--- config.mk ---
export PLATFORM = sky130hd
export DESIGN_NAME = tl_fifo_order_seq
export DESIGN_NICKNAME = d
export VERILOG_FILES = /design/src/rtl/tl_fifo_order_seq.sv
export SDC_FILE = /design/constraint.sdc
export NUM_CORES = 1
export LEC_CHECK = 0
export CAP_MARGIN = 25
export CORE_ASPECT_RATIO = 1.25
export CORE_UTILIZATION = 58
export CTS_CLUSTER_SIZE = 24
export DETAILED_ROUTE_END_ITERATION = 8
export GPL_TIMING_DRIVEN = 0
export PLACE_DENSITY = 0.93
export REMOVE_ABC_BUFFERS = 1
export SLEW_MARGIN = 30
export SYNTH_ARGS = -nofsm -noshare
export SYNTH_HDL_FRONTEND = slang
export SYNTH_SLANG_ARGS = --single-unit
--- constraint.sdc ---
create_clock -name clock -period 7.65 [get_ports clock]
set_input_delay 0.765 -clock clock [delete_from_list [all_inputs] [get_ports clock]]
set_output_delay 0.765 -clock clock [all_outputs]
set_load 0.01 [all_outputs]
--- src/rtl/tl_fifo_order_seq.sv ---
// Per-group FIFO-domain ordering sequencer for the TileLink A/D handshake path.
// Optional stall-cycle counter is enabled by defining TL_FIFO_ORDER_SEQ_PERF_EN.
module tl_fifo_order_seq #(
    parameter int          GROUP_SHIFT = 2,
    parameter int          CNT_W       = 3,
    parameter logic [30:0] DOMAIN_MASK = 31'h4000_0000
) (
    input  logic        clock,
    input  logic        reset,
    input  logic        in_a_valid,
    output logic        in_a_ready,
    input  logic [2:0]  in_a_opcode,
    input  logic [2:0]  in_a_size,
    input  logic [4:0]  in_a_source,
    input  logic [30:0] in_a_address,
    output logic        out_a_valid,
    input  logic        out_a_ready,
    input  logic        d_valid,
    input  logic        d_ready,
    input  logic [2:0]  d_opcode,
    input  logic [2:0]  d_size,
    input  logic [4:0]  d_source,
    output logic        stall
`ifdef TL_FIFO_ORDER_SEQ_PERF_EN
    ,
    input  logic        perf_clear,
    output logic [31:0] perf_stall_cycles
`endif
);

    localparam int SRC_W = 5;
    localparam int GW    = SRC_W - GROUP_SHIFT;
    localparam int NG    = 1 << GW;
    localparam logic [CNT_W-1:0] CNT_MAX = '1;

    // Remaining beats after a first beat on a 64-bit bus (size 7 -> 15).
    function automatic logic [3:0] beats_m1(input logic data, input logic [2:0] size);
        logic [4:0] b;
        b = 5'd1;
        if (data && size > 3'd3) b = 5'd1 << (size - 3'd3);
        return 4'(b - 5'd1);
    endfunction

    logic [NG-1:0][CNT_W-1:0] cnt_q, cnt_d;
    logic [NG-1:0]            dom_q, dom_d;
    logic [3:0]               a_cnt_q, a_cnt_d;
    logic [3:0]               d_cnt_q, d_cnt_d;

    logic [GW-1:0] ga, gd;
    logic          dom_a, a_first, a_fire, a_data;
    logic          d_fire, d_data, d_last;
    logic          unused_src_bits;

    assign ga              = in_a_source[SRC_W-1:GROUP_SHIFT];
    assign gd              = d_source[SRC_W-1:GROUP_SHIFT];
    assign unused_src_bits = ^{in_a_source[GROUP_SHIFT-1:0], d_source[GROUP_SHIFT-1:0]};
    assign dom_a           = |(in_a_address & DOMAIN_MASK);
    assign a_first         = (a_cnt_q == 4'd0);
    assign a_data          = (in_a_opcode <= 3'd3);
    assign d_data          = (d_opcode == 3'd1) || (d_opcode == 3'd5);

    // Stall only looks at registered counts, so a domain switch waits one cycle after the last D beat.
    assign stall = in_a_valid && a_first &&
                   (((cnt_q[ga] != '0) && (dom_q[ga] != dom_a)) || (cnt_q[ga] == CNT_MAX));

    assign out_a_valid = in_a_valid & ~stall;
    assign in_a_ready  = out_a_ready & ~stall;
    assign a_fire      = in_a_valid & in_a_ready;
    assign d_fire      = d_valid & d_ready;
    assign d_last      = d_fire && ((d_cnt_q == 4'd1) ||
                                    ((d_cnt_q == 4'd0) && (beats_m1(d_data, d_size) == 4'd0)));

    always_comb begin
        a_cnt_d = a_cnt_q;
        d_cnt_d = d_cnt_q;
        cnt_d   = cnt_q;
        dom_d   = dom_q;
        if (a_fire) a_cnt_d = a_first ? beats_m1(a_data, in_a_size) : a_cnt_q - 4'd1;
        if (d_fire) d_cnt_d = (d_cnt_q == 4'd0) ? beats_m1(d_data, d_size) : d_cnt_q - 4'd1;
        for (int g = 0; g < NG; g++) begin
            logic inc, dec;
            inc = a_fire && a_first && (ga == GW'(g));
            dec = d_last && (gd == GW'(g));
            if (inc) dom_d[g] = dom_a;
            // Decrement at zero is a protocol error; the count holds instead of wrapping.
            if (inc && !dec && cnt_q[g] != CNT_MAX) cnt_d[g] = cnt_q[g] + CNT_W'(1);
            else if (dec && !inc && cnt_q[g] != '0) cnt_d[g] = cnt_q[g] - CNT_W'(1);
        end
    end

    always_ff @(posedge clock or negedge reset) begin
        if (!reset) begin
            cnt_q   <= '0;
            dom_q   <= '0;
            a_cnt_q <= '0;
            d_cnt_q <= '0;
        end else begin
            cnt_q   <= cnt_d;
            dom_q   <= dom_d;
            a_cnt_q <= a_cnt_d;
            d_cnt_q <= d_cnt_d;
        end
    end

`ifdef TL_FIFO_ORDER_SEQ_PERF_EN
    logic [31:0] perf_q, perf_d;

    always_comb begin
        perf_d = perf_q;
        if (perf_clear) perf_d = '0;
        else if (stall && perf_q != 32'hFFFF_FFFF) perf_d = perf_q + 32'd1;
    end

    always_ff @(posedge clock or negedge reset) begin
        if (!reset) perf_q <= '0;
        else        perf_q <= perf_d;
    end

    assign perf_stall_cycles = perf_q;
`endif

endmodule
* Yosys cells after proc, flatten, opt, wreduce, memory -nomap -nowiden *
Cells that the tools add are included.

word-level totals
  latch bits = 0
  memories = 0
  bits of input ports = 59
  register bits after elaboration = 40
  ROM bits = 0
  RAM bits = 0
  output and inout port bits = 3

cells by class
  reduce and logical (&&, ||, !) cells = 97
  bitwise operators = 5
  shift-type cells = 2
  multiply operators = 0
  div/mod/pow operators = 0
  equality and inequality tests = 27
  add/sub/neg operators = 23
  magnitude comparators = 4
  multiplexer cells = 26

operators by type and width
  operator               number
  $logic_and A1 B1 Y1    56
  $mux W3                17
  $eq A3 B3 Y1 const B   10
  $reduce_bool A3 Y1     9
  $add A3 B1 Y3 const B  8
  $mux W4                6
  $ne A3 B3 Y1 const B   8
  $sub A3 B1 Y3 const B  8
  $sub A4 B1 Y4 const B  5
  $logic_not A1 Y1       16
  $reduce_bool A2 Y1     8
  $eq A3 B2 Y1 const B   4
  $logic_not A4 Y1       3
  $bmux W3 S3            1
  $eq A3 B1 Y1 const B   3
  $shl A1 B3 Y4 const A  2
  $gt A3 B2 Y1 const B   2
  $logic_not A3 Y1       2
  $sub A3 B2 Y3 const B  2
  $and A1 B1 Y1          4
  $eq A4 B1 Y1 const B   1
  $lt A3 B4 Y1 const B   1
  $bmux W1 S3            1
  $le A3 B2 Y1 const B   1
  4 further kinds        6

* Longest topological paths before layout *
Gate-level depths: netlist of run 1.

  depth after elaboration = 16
  gate-level depth with buffers = 17
  depth with buffers taken out = 16

* Least setup slack after synthesis of run 1 *
OpenSTA, ideal clock, no wires.

  path type = input -> register
  from = input d_size[0]
  to = register cnt_q[23] in the netlist's numbering
  setup time = 0.077 ns
  path buffers = 0
  setup slack = 3.017 ns
  data required time = 7.573 ns
  cell stages on the path = 15
  arrival time = 4.556 ns
  path through = and2_1 -> ha_1 -> or3b_4 -> or2_2 -> or4_1 -> ha_1 -> nor3_1 -> o41ai_4 -> and3_1 -> nand3_1 -> nand3_1 -> fa_1 -> or3_1 -> a32o_1 -> a21oi_1

on the way
  cells in the longest elaborated chain, start to end = 13
  elaborated cells between the ends (all ways) = 18
  classes of those cells = 2 x add/sub; 1 x order compare; 1 x shift; 2 x mux; 12 x reduce/logical

RTL lines
  what                                                         RTL line  text
  start: declaration                                           21        input logic [2:0] d_size,
  $sub A3 B2 Y3 / $gt A3 B2 Y1 (equally long branches)         40        if (data && size > 3'd3) b = 5'd1 << (size - 3'd3);
  $shl A1 B3 Y4 / $logic_and A1 B1 Y1 (equally long branches)  40
  $mux W4 (*)                                                  40
  $sub A4 B1 Y4 (*)                                            41        return 4'(b - 5'd1);
  $logic_not A4 Y1 (*)                                         71        ((d_cnt_q == 4'd0) && (beats_m1(d_data, d_size) == 4'd0)));
  $logic_and A1 B1 Y1 (*)                                      71
  $logic_or A1 B1 Y1 (*)                                       70        assign d_last = d_fire && ((d_cnt_q == 4'd1) ||
  $logic_and A1 B1 Y1 (*)                                      70
  $logic_and A1 B1 Y1 (*)                                      83        dec = d_last && (gd == GW'(g));
  $logic_not A1 Y1                                             86        if (inc && !dec && cnt_q[g] != CNT_MAX) cnt_d[g] = cnt_q[g] + CNT_W'(1);
  $logic_and A1 B1 Y1 (2 in a row)                             86
  $mux W3 / $reduce_bool A2 Y1 (equally long branches)         n/a
  end signal: assignment                                       98        cnt_q <= cnt_d;
  end: declaration                                             44        logic [NG-1:0][CNT_W-1:0] cnt_q, cnt_d;

Mark *: on every way between the ends. The rest lies on a longest branch, timed or not.
A chain may end at the register's enable or synchronous reset.

==> qor.yml, run 1 <==
status:
  status: "finished clean"
detailed_routing:
  drt_pass1_iterations: 5
  vias: 3319
  via_per_inst: 6.705
  drt_first_iter_violations: 311
  antenna_left: 0
  routed_wl_um: 8376
  drc: 0
  avgRoutedWirePerCell_um: 16.92
sta:
  finalMaxSlewViolations: 0
  layout_min_cycle_time_ns: 5.144
  finalCritPeriodShare: 0.6724
  final.setup_skew_ns: 0.005573
  max_freq_mhz: 194.4
  fin_ws_ns: 2.506
  whs_ns: 0.3931
  tns_ns: 0
  slew_headroom: 0.5533
  hold_viol: 0
  tightestPinTransition_ns: 0.6680
  rsz0062_at_grt: "no"
  setup_viol: 0
finish:
  final_cell_mix: "40 x dfrtp_1, 39 x nor2_1, 25 x a21oi_1, 23 x clkdlybuf4s50_1, 22 x nand2_1"
  fin_nets: 490
  area_delta_synth_final_pct: 9.365
  ff_latch_area_sq_um: 1001
  fillerInstances: 475
  drive_gt1_frac: 0.1211
  multi_input_area_sq_um: 2465
  antenna_cells: 0
  layout.cells.most_common: "dfrtp_1"
floorplan:
  coreArea_sq_um: 5896
  initial_utilization: 0.6118
  die-area_sq_um: 6540
  die_width_um: 72.54
  ios: 62
  row_count: 31
  die_y_um: 90.17
setup_path:
  endpoint_kind: "flop"
  required_ns: 7.82
  r2r-end: "cnt_q[14]"
  critPathLaunchType: "input pin"
  cp_data_arrival_time_ns: 5.31
  path_class: "in2reg"
  crit_path_max_fanout: 8
  reg2reg_depth: 11
  rrSetupSlack_ns: 3.78
  r2r-start: "cnt_q[12]"
clock_network:
  cts_root_buffer: "clkbuf_8"
  cts_tree: "built"
  clk_latency_ns: 0.30
  postCtsResizedCells: 0
  cts.path.max_buffers: 2
  hold_buffers: 0
  clkTransAtPathRegs_ns: 0.08
  cts_made_buffers: 5
  cts.sinks: 40
  htree_num_levels: 2
  cts_setup_buffers: 0
grt:
  grt_use_total: 0.2771
  overflow: 0
  grt_pass1_vias: 3192
  grt_pass1_wl_um: 14530
  antenna_found_initial: 0
  grt_start_max_net_pins: 25
power_and_ir_drop:
  pwr-share-seq: 0.418
  power_switching_uw: 428.4
  p_comb_frac: 0.445
  sw_frac_of_total: 0.4366
  cellPowerDensity_nw_per_um2: 248.7
  internal_power_uw: 552.7
  max-vdd-ir-drop_mv: 0.1761
  power_leakage_nw: 1.443
  clkPwrFrac: 0.137
placed_design:
  dp_slack_ns: 2.220
  routabilityCongestion: 0.8284
  portBuffers: 24
  hpwl_um: 6180
synth:
  syn_area_per_cell_sq_um: 8.951
  synth-edff-count: 0
  seq_area_frac_synth: 0.2775
  ys_seq_elements: 40
  async_flop_share: 1.000
  ys_types: 69
  synth-main-ff-cell: "dfrtp_1"
  syn_inst: 403
  synth_warnings: 0
  netlist_area_sq_um: 3607
run:
  maxCapViolCount: 0
worst_hold_path:
  hp-class: "in2async"
-- worst max-delay path, cell delays in order --
cell and delay (ns):
clkdlybuf4s50_1 0.47, and2_1 0.20, ha_1 0.17, or3b_4 0.39, or2_2 0.34, or4_1 0.45
ha_1 0.24, o21a_1 0.14, o41ai_4 0.42, and3_1 0.28, nand3b_1 0.26, nand3_1 0.19
fa_1 0.46, mux2_2 0.28, a22oi_1 0.15, o21ai_0 0.12
-- state kept, by name, indices dropped and copies added (netlist names) --
| signal | count |
|---|---|
| cnt_q | 24 |
| dom_q | 8 |
| a_cnt_q | 4 |
| d_cnt_q | 4 |
-- layout make-up --
cell class / instances / share of cell area
multi-input combinational: 329 / 0.6248
sequential: 40 / 0.2537
timing repair buffer: 25 / 0.06470
tap: 82 / 0.02601
clock buffer: 5 / 0.01744
inverter: 14 / 0.01332
-- power by group through the flow --
| stage | sequential [mW] | combinational (mW) | clock (mW) |
|---|---|---|---|
| floorplan | 0.375 | 0.343 | 0 |
| global placement | 0.404 | 0.402 | 0 |
| detailed placement | 0.410 | 0.431 | 0 |
| CTS | 0.408 | 0.436 | 0.135 |
| global route | 0.425 | 0.487 | 0.141 |
| finish | 0.410 | 0.436 | 0.135 |
-- worst max-delay path by stage --
stage | end | cells after the start | start | slack [ns]
global placement | cnt_q[16] | 16 | d_size[0] | 2.34
CTS | in_a_ready | 9 | in_a_source[2] | 2.52
global route | cnt_q[16] | 16 | d_size[0] | 2.22
detailed placement | cnt_q[16] | 16 | d_size[0] | 2.22
finish | cnt_q[16] | 16 | d_size[0] | 2.51
floorplan | cnt_q[23] | 15 | d_size[0] | 3.02
-- through the flow --
step / utilization / std cells / area (sq um) / power [mW]
3_5_place_dp: 0.6575 / 490 / 3876 / 0.8408
5_1_grt: 0.6691 / 495 / 3945 / 1.054
6_report: 0.6691 / 495 / 3945 / 0.9811
4_1_cts: 0.6691 / 495 / 3945 / 0.9784
3_3_place_gp: 0.6549 / 489 / 3861 / 0.8057
2_1_floorplan: - / 383 / 3518 / 0.7177
-- per-layer routing --
metal  global-route usage  routed length (um)
met1               0.3575                3398
met2               0.4564                4349
met3              0.04148                 437
met4               0.1176                 191
met5                    0                   0
-- cell families (layout without fill, tap and decap cells) --
logic type,after synthesis,in the layout,synth area share
AND/OR/NAND/NOR,163,163,0.2549
AO/OA/AOI/OAI,113,113,0.2279
flip-flops,40,40,0.2775
buffers and inverters,34,44,0.03919
multiplexers,30,30,0.1113
adder cells (fa/ha/maj),16,16,0.07215
XOR/XNOR,7,7,0.01700
-- synthesized netlist by cell type, types with 9 or more instances --
master    instances  area (sq um)
dfrtp_1          40          1001
nor2_1           39         146.4
a21oi_1          25         125.1
nand2_1          22         82.58
nor3_1           21         105.1
nand3_1          20         100.1
o21ai_0          17         85.08
a211oi_1         16         120.1
mux2_2           15         168.9
inv_1            14         52.55
clkbuf_1         11         41.29
a31oi_1           9         56.30
No activity file was read; power rests on OpenSTA's default activity.
==> run 2, diff against run 1 <==
--- a/config.mk
+++ b/config.mk
@@ -7,11 +7,11 @@
 export LEC_CHECK = 0
 export CAP_MARGIN = 25
 export CORE_ASPECT_RATIO = 1.25
-export CORE_UTILIZATION = 58
+export CORE_UTILIZATION = 49
 export CTS_CLUSTER_SIZE = 24
 export DETAILED_ROUTE_END_ITERATION = 8
 export GPL_TIMING_DRIVEN = 0
-export PLACE_DENSITY = 0.93
+export PLACE_DENSITY = 0.85
 export REMOVE_ABC_BUFFERS = 1
 export SLEW_MARGIN = 30
 export SYNTH_ARGS = -nofsm -noshare
==> constraint.sdc (replaced) <==
create_clock -name clock -period 4.5 [get_ports clock]
set_input_delay 0.45 -clock clock [delete_from_list [all_inputs] [get_ports clock]]
set_output_delay 0.45 -clock clock [all_outputs]
set_load 0.01 [all_outputs]
==> run 2 against run 1 <==
- register-to-register slack got worse by 3.2 ns
- via count increased by 2.9%
- global-route usage decreased by 3.8 points
- non-clock buffer count increased by 8
- power increased by 94%
- die area increased by 18%
- hold slack got worse by 0.28 ns
- highest routed layer unchanged
==> qor.yml, run 2 (synthesis results as in run 1) <==
status:
  status: "finished clean"  # unchanged
clock_network:
  htree_num_levels: 2  # unchanged
  cts_tree: "built"  # unchanged
  clk_latency_ns: 0.31  # was 0.30 ns
  clkTransAtPathRegs_ns: 0.09  # was 0.08 ns
  cts.path.max_buffers: 2  # unchanged
  cts_made_buffers: 5  # unchanged
  cts_root_buffer: "clkbuf_8"  # unchanged
  cts.sinks: 40  # unchanged
power_and_ir_drop:
  cellPowerDensity_nw_per_um2: 455.4  # was 248.7 nW/um^2
  clkPwrFrac: 0.223  # was 0.137
  p_total_mw: 1.906  # was 981.1 uW
  p_comb_frac: 0.412  # was 0.445
  pwr-share-seq: 0.365  # was 0.418
  power_leakage_nw: 1.558  # was 1.443 nW
  power_switching_uw: 766.8  # was 428.4 uW
  internal_power_mw: 1.139  # was 552.7 uW
  sw_frac_of_total: 0.4024  # was 0.4366
  max-vdd-ir-drop_mv: 0.3323  # was 0.1761 mV
finish:
  top_regs: "cnt_q: 24 flops, dom_q: 8 flops"  # unchanged
  final_cell_mix: "40 x dfrtp_1, 39 x nor2_1, 25 x a21oi_1, 22 x nand2_1, 20 x nor3_1"  # was 40 x dfrtp_1, 39 x nor2_1, 25 x a21oi_1, 23 x clkdlybuf4s50_1, 22 x nand2_1
  final_cell_count_no_fill: 514  # was 495
  antenna_cells: 0  # unchanged
  layout.cells.most_common: "dfrtp_1"  # unchanged
  fin_nets: 498  # was 490
  final_area_sq_um: 4184  # was 3945 sq um
  area_delta_synth_final_pct: 15.99  # was 9.365%
  utilization: 0.5925  # was 0.6691
  top_register: "cnt_q"  # unchanged
  largest_register_ff_count: 24  # unchanged
  drive_gt1_frac: 0.1722  # was 0.1211
detailed_routing:
  avgRoutedWirePerCell_um: 17.28  # was 16.92 um
  drc: 0  # unchanged
  via_per_inst: 6.642  # was 6.705
  wl_met1_um: 3506  # was 3398 um
  antenna_left: 0  # unchanged
  highest_layer: "met4"  # unchanged
  wl_met3_um: 460  # was 437 um
  drt_first_iter_violations: 311  # unchanged
  drt_pass1_iterations: 5  # unchanged
  routed_wl_um: 8880  # was 8376 um
  vias: 3414  # was 3319
  dr_wl_met2_um: 4684  # was 4349 um
grt:
  grt_use_total: 0.2389  # was 0.2771
  grt_pass1_vias: 3285  # was 3192
  grt_start_max_net_pins: 22  # was 25
  overflow: 0  # unchanged
  grt_pass1_wl_um: 14700  # was 14530 um
  antenna_found_initial: 0  # unchanged
sta:
  tns_ns: 0  # unchanged
  setup_viol: 0  # unchanged
  fin_ws_ns: 0.09774  # was 2.506 ns
  whs_ns: 0.1131  # was 0.3931 ns
  final.setup_skew_ns: 0.01249  # was 0.005573 ns
  finalCritPeriodShare: 0.9783
  tightestPinTransition_ns: 0.6352  # was 0.6680 ns
  max_freq_mhz: 227.2
  hold_viol: 0  # unchanged
  layout_min_cycle_time_ns: 4.402
  finalMaxSlewViolations: 0  # unchanged
  slew_headroom: 0.5733  # was 0.5533
placed_design:
  placedCellCount: 498  # was 490
  dp_slack_ns: -0.6339  # was 2.220 ns
  hpwl_um: 6203  # was 6180 um
  placedInstanceArea_sq_um: 3894  # was 3876 sq um
  routabilityCongestion: 0.8544  # was 0.8284
  portBuffers: 24  # unchanged
setup_path:
  crit_path_end: "cnt_q[13]"  # was cnt_q[16]
  cp_data_arrival_time_ns: 4.57  # was 5.31 ns
  required_ns: 4.67  # was 7.82 ns
  path_class: "in2reg"  # unchanged
  r2r-end: "cnt_q[14]"  # unchanged
  crit_path_max_fanout: 5  # was 8
  reg2reg_depth: 11  # unchanged
  crit_start: "d_size[0]"  # unchanged
  endpoint_kind: "flop"  # unchanged
  critPathLaunchType: "input pin"  # unchanged
  rrSetupSlack_ns: 0.60  # was 3.78 ns
  r2r-start: "cnt_q[9]"  # was cnt_q[12]
floorplan:
  die_y_um: 97.93  # was 90.17 um
  row_count: 34  # was 31
  ios: 62  # unchanged
  initial_utilization: 0.5108  # was 0.6118
  die-area_sq_um: 7711  # was 6540 sq um
  coreArea_sq_um: 7062  # was 5896 sq um
  die_width_um: 78.74  # was 72.54 um
run:
  maxCapViolCount: 0  # unchanged
worst_hold_path:
  hp-class: "in2async"  # unchanged
-- run 2: layer usage --
| metal | global-route usage | vias to the layer above |
|---|---|---|
| li1 | - | 1580 |
| met1 | 0.2878 | 1678 |
| met2 | 0.4067 | 130 |
| met3 | 0.03458 | 26 |
| met4 | 0.1282 | 0 |
| met5 | 0 | - |
-- run 2: worst min path at each step --
stage,from,to,slack (ns),cells after the start
floorplan,reset,a_cnt_q[0],0.15,0
global placement,d_cnt_q[3],d_cnt_q[3],0.47,1
detailed placement,reset,dom_q[0],0.45,1
CTS,reset,d_cnt_q[3],0.12,1
global route,reset,d_cnt_q[3],0.14,1
finish,reset,dom_q[0],0.11,1
-- run 2: final cells by class --
cell class | count | area [sq um]
sequential | 40 | 1001
tap | 90 | 112.6
fill | 588 | 2878
inverter | 14 | 52.55
multi-input combinational | 329 | 2535
clock buffer | 5 | 68.82
timing repair buffer | 33 | 324.1
clock inverter | 3 | 90.09
-- run 2: timing repair --
item	in CTS	in global routing
endpoints found under the setup margin	10	9
pin swaps	7	8
hold buffers	0	0
resized for setup	10	11
buffers inserted	4	4
-- run 2: power by group through the flow --
stage | clock network, mW | logic (mW) | registers [mW]
6_report | 0.424 | 0.785 | 0.696
5_1_grt | 0.439 | 0.861 | 0.722
4_1_cts | 0.425 | 0.758 | 0.689
3_5_place_dp | 0 | 0.735 | 0.694
3_3_place_gp | 0 | 0.683 | 0.685
2_1_floorplan | 0 | 0.583 | 0.637
-- run 2: worst max-delay path, cell delays in order --
cell and delay [ns]:
dlygate4sd2_1 0.27, and2_1 0.18, ha_1 0.18, or3b_4 0.41
or2_4 0.28, or4_4 0.45, ha_4 0.19, o21a_1 0.14
o41ai_4 0.37, buf_4 0.18, nand3_2 0.10, or3_4 0.44
nand3_2 0.10, fa_2 0.44, o221ai_1 0.23, o21ai_0 0.15
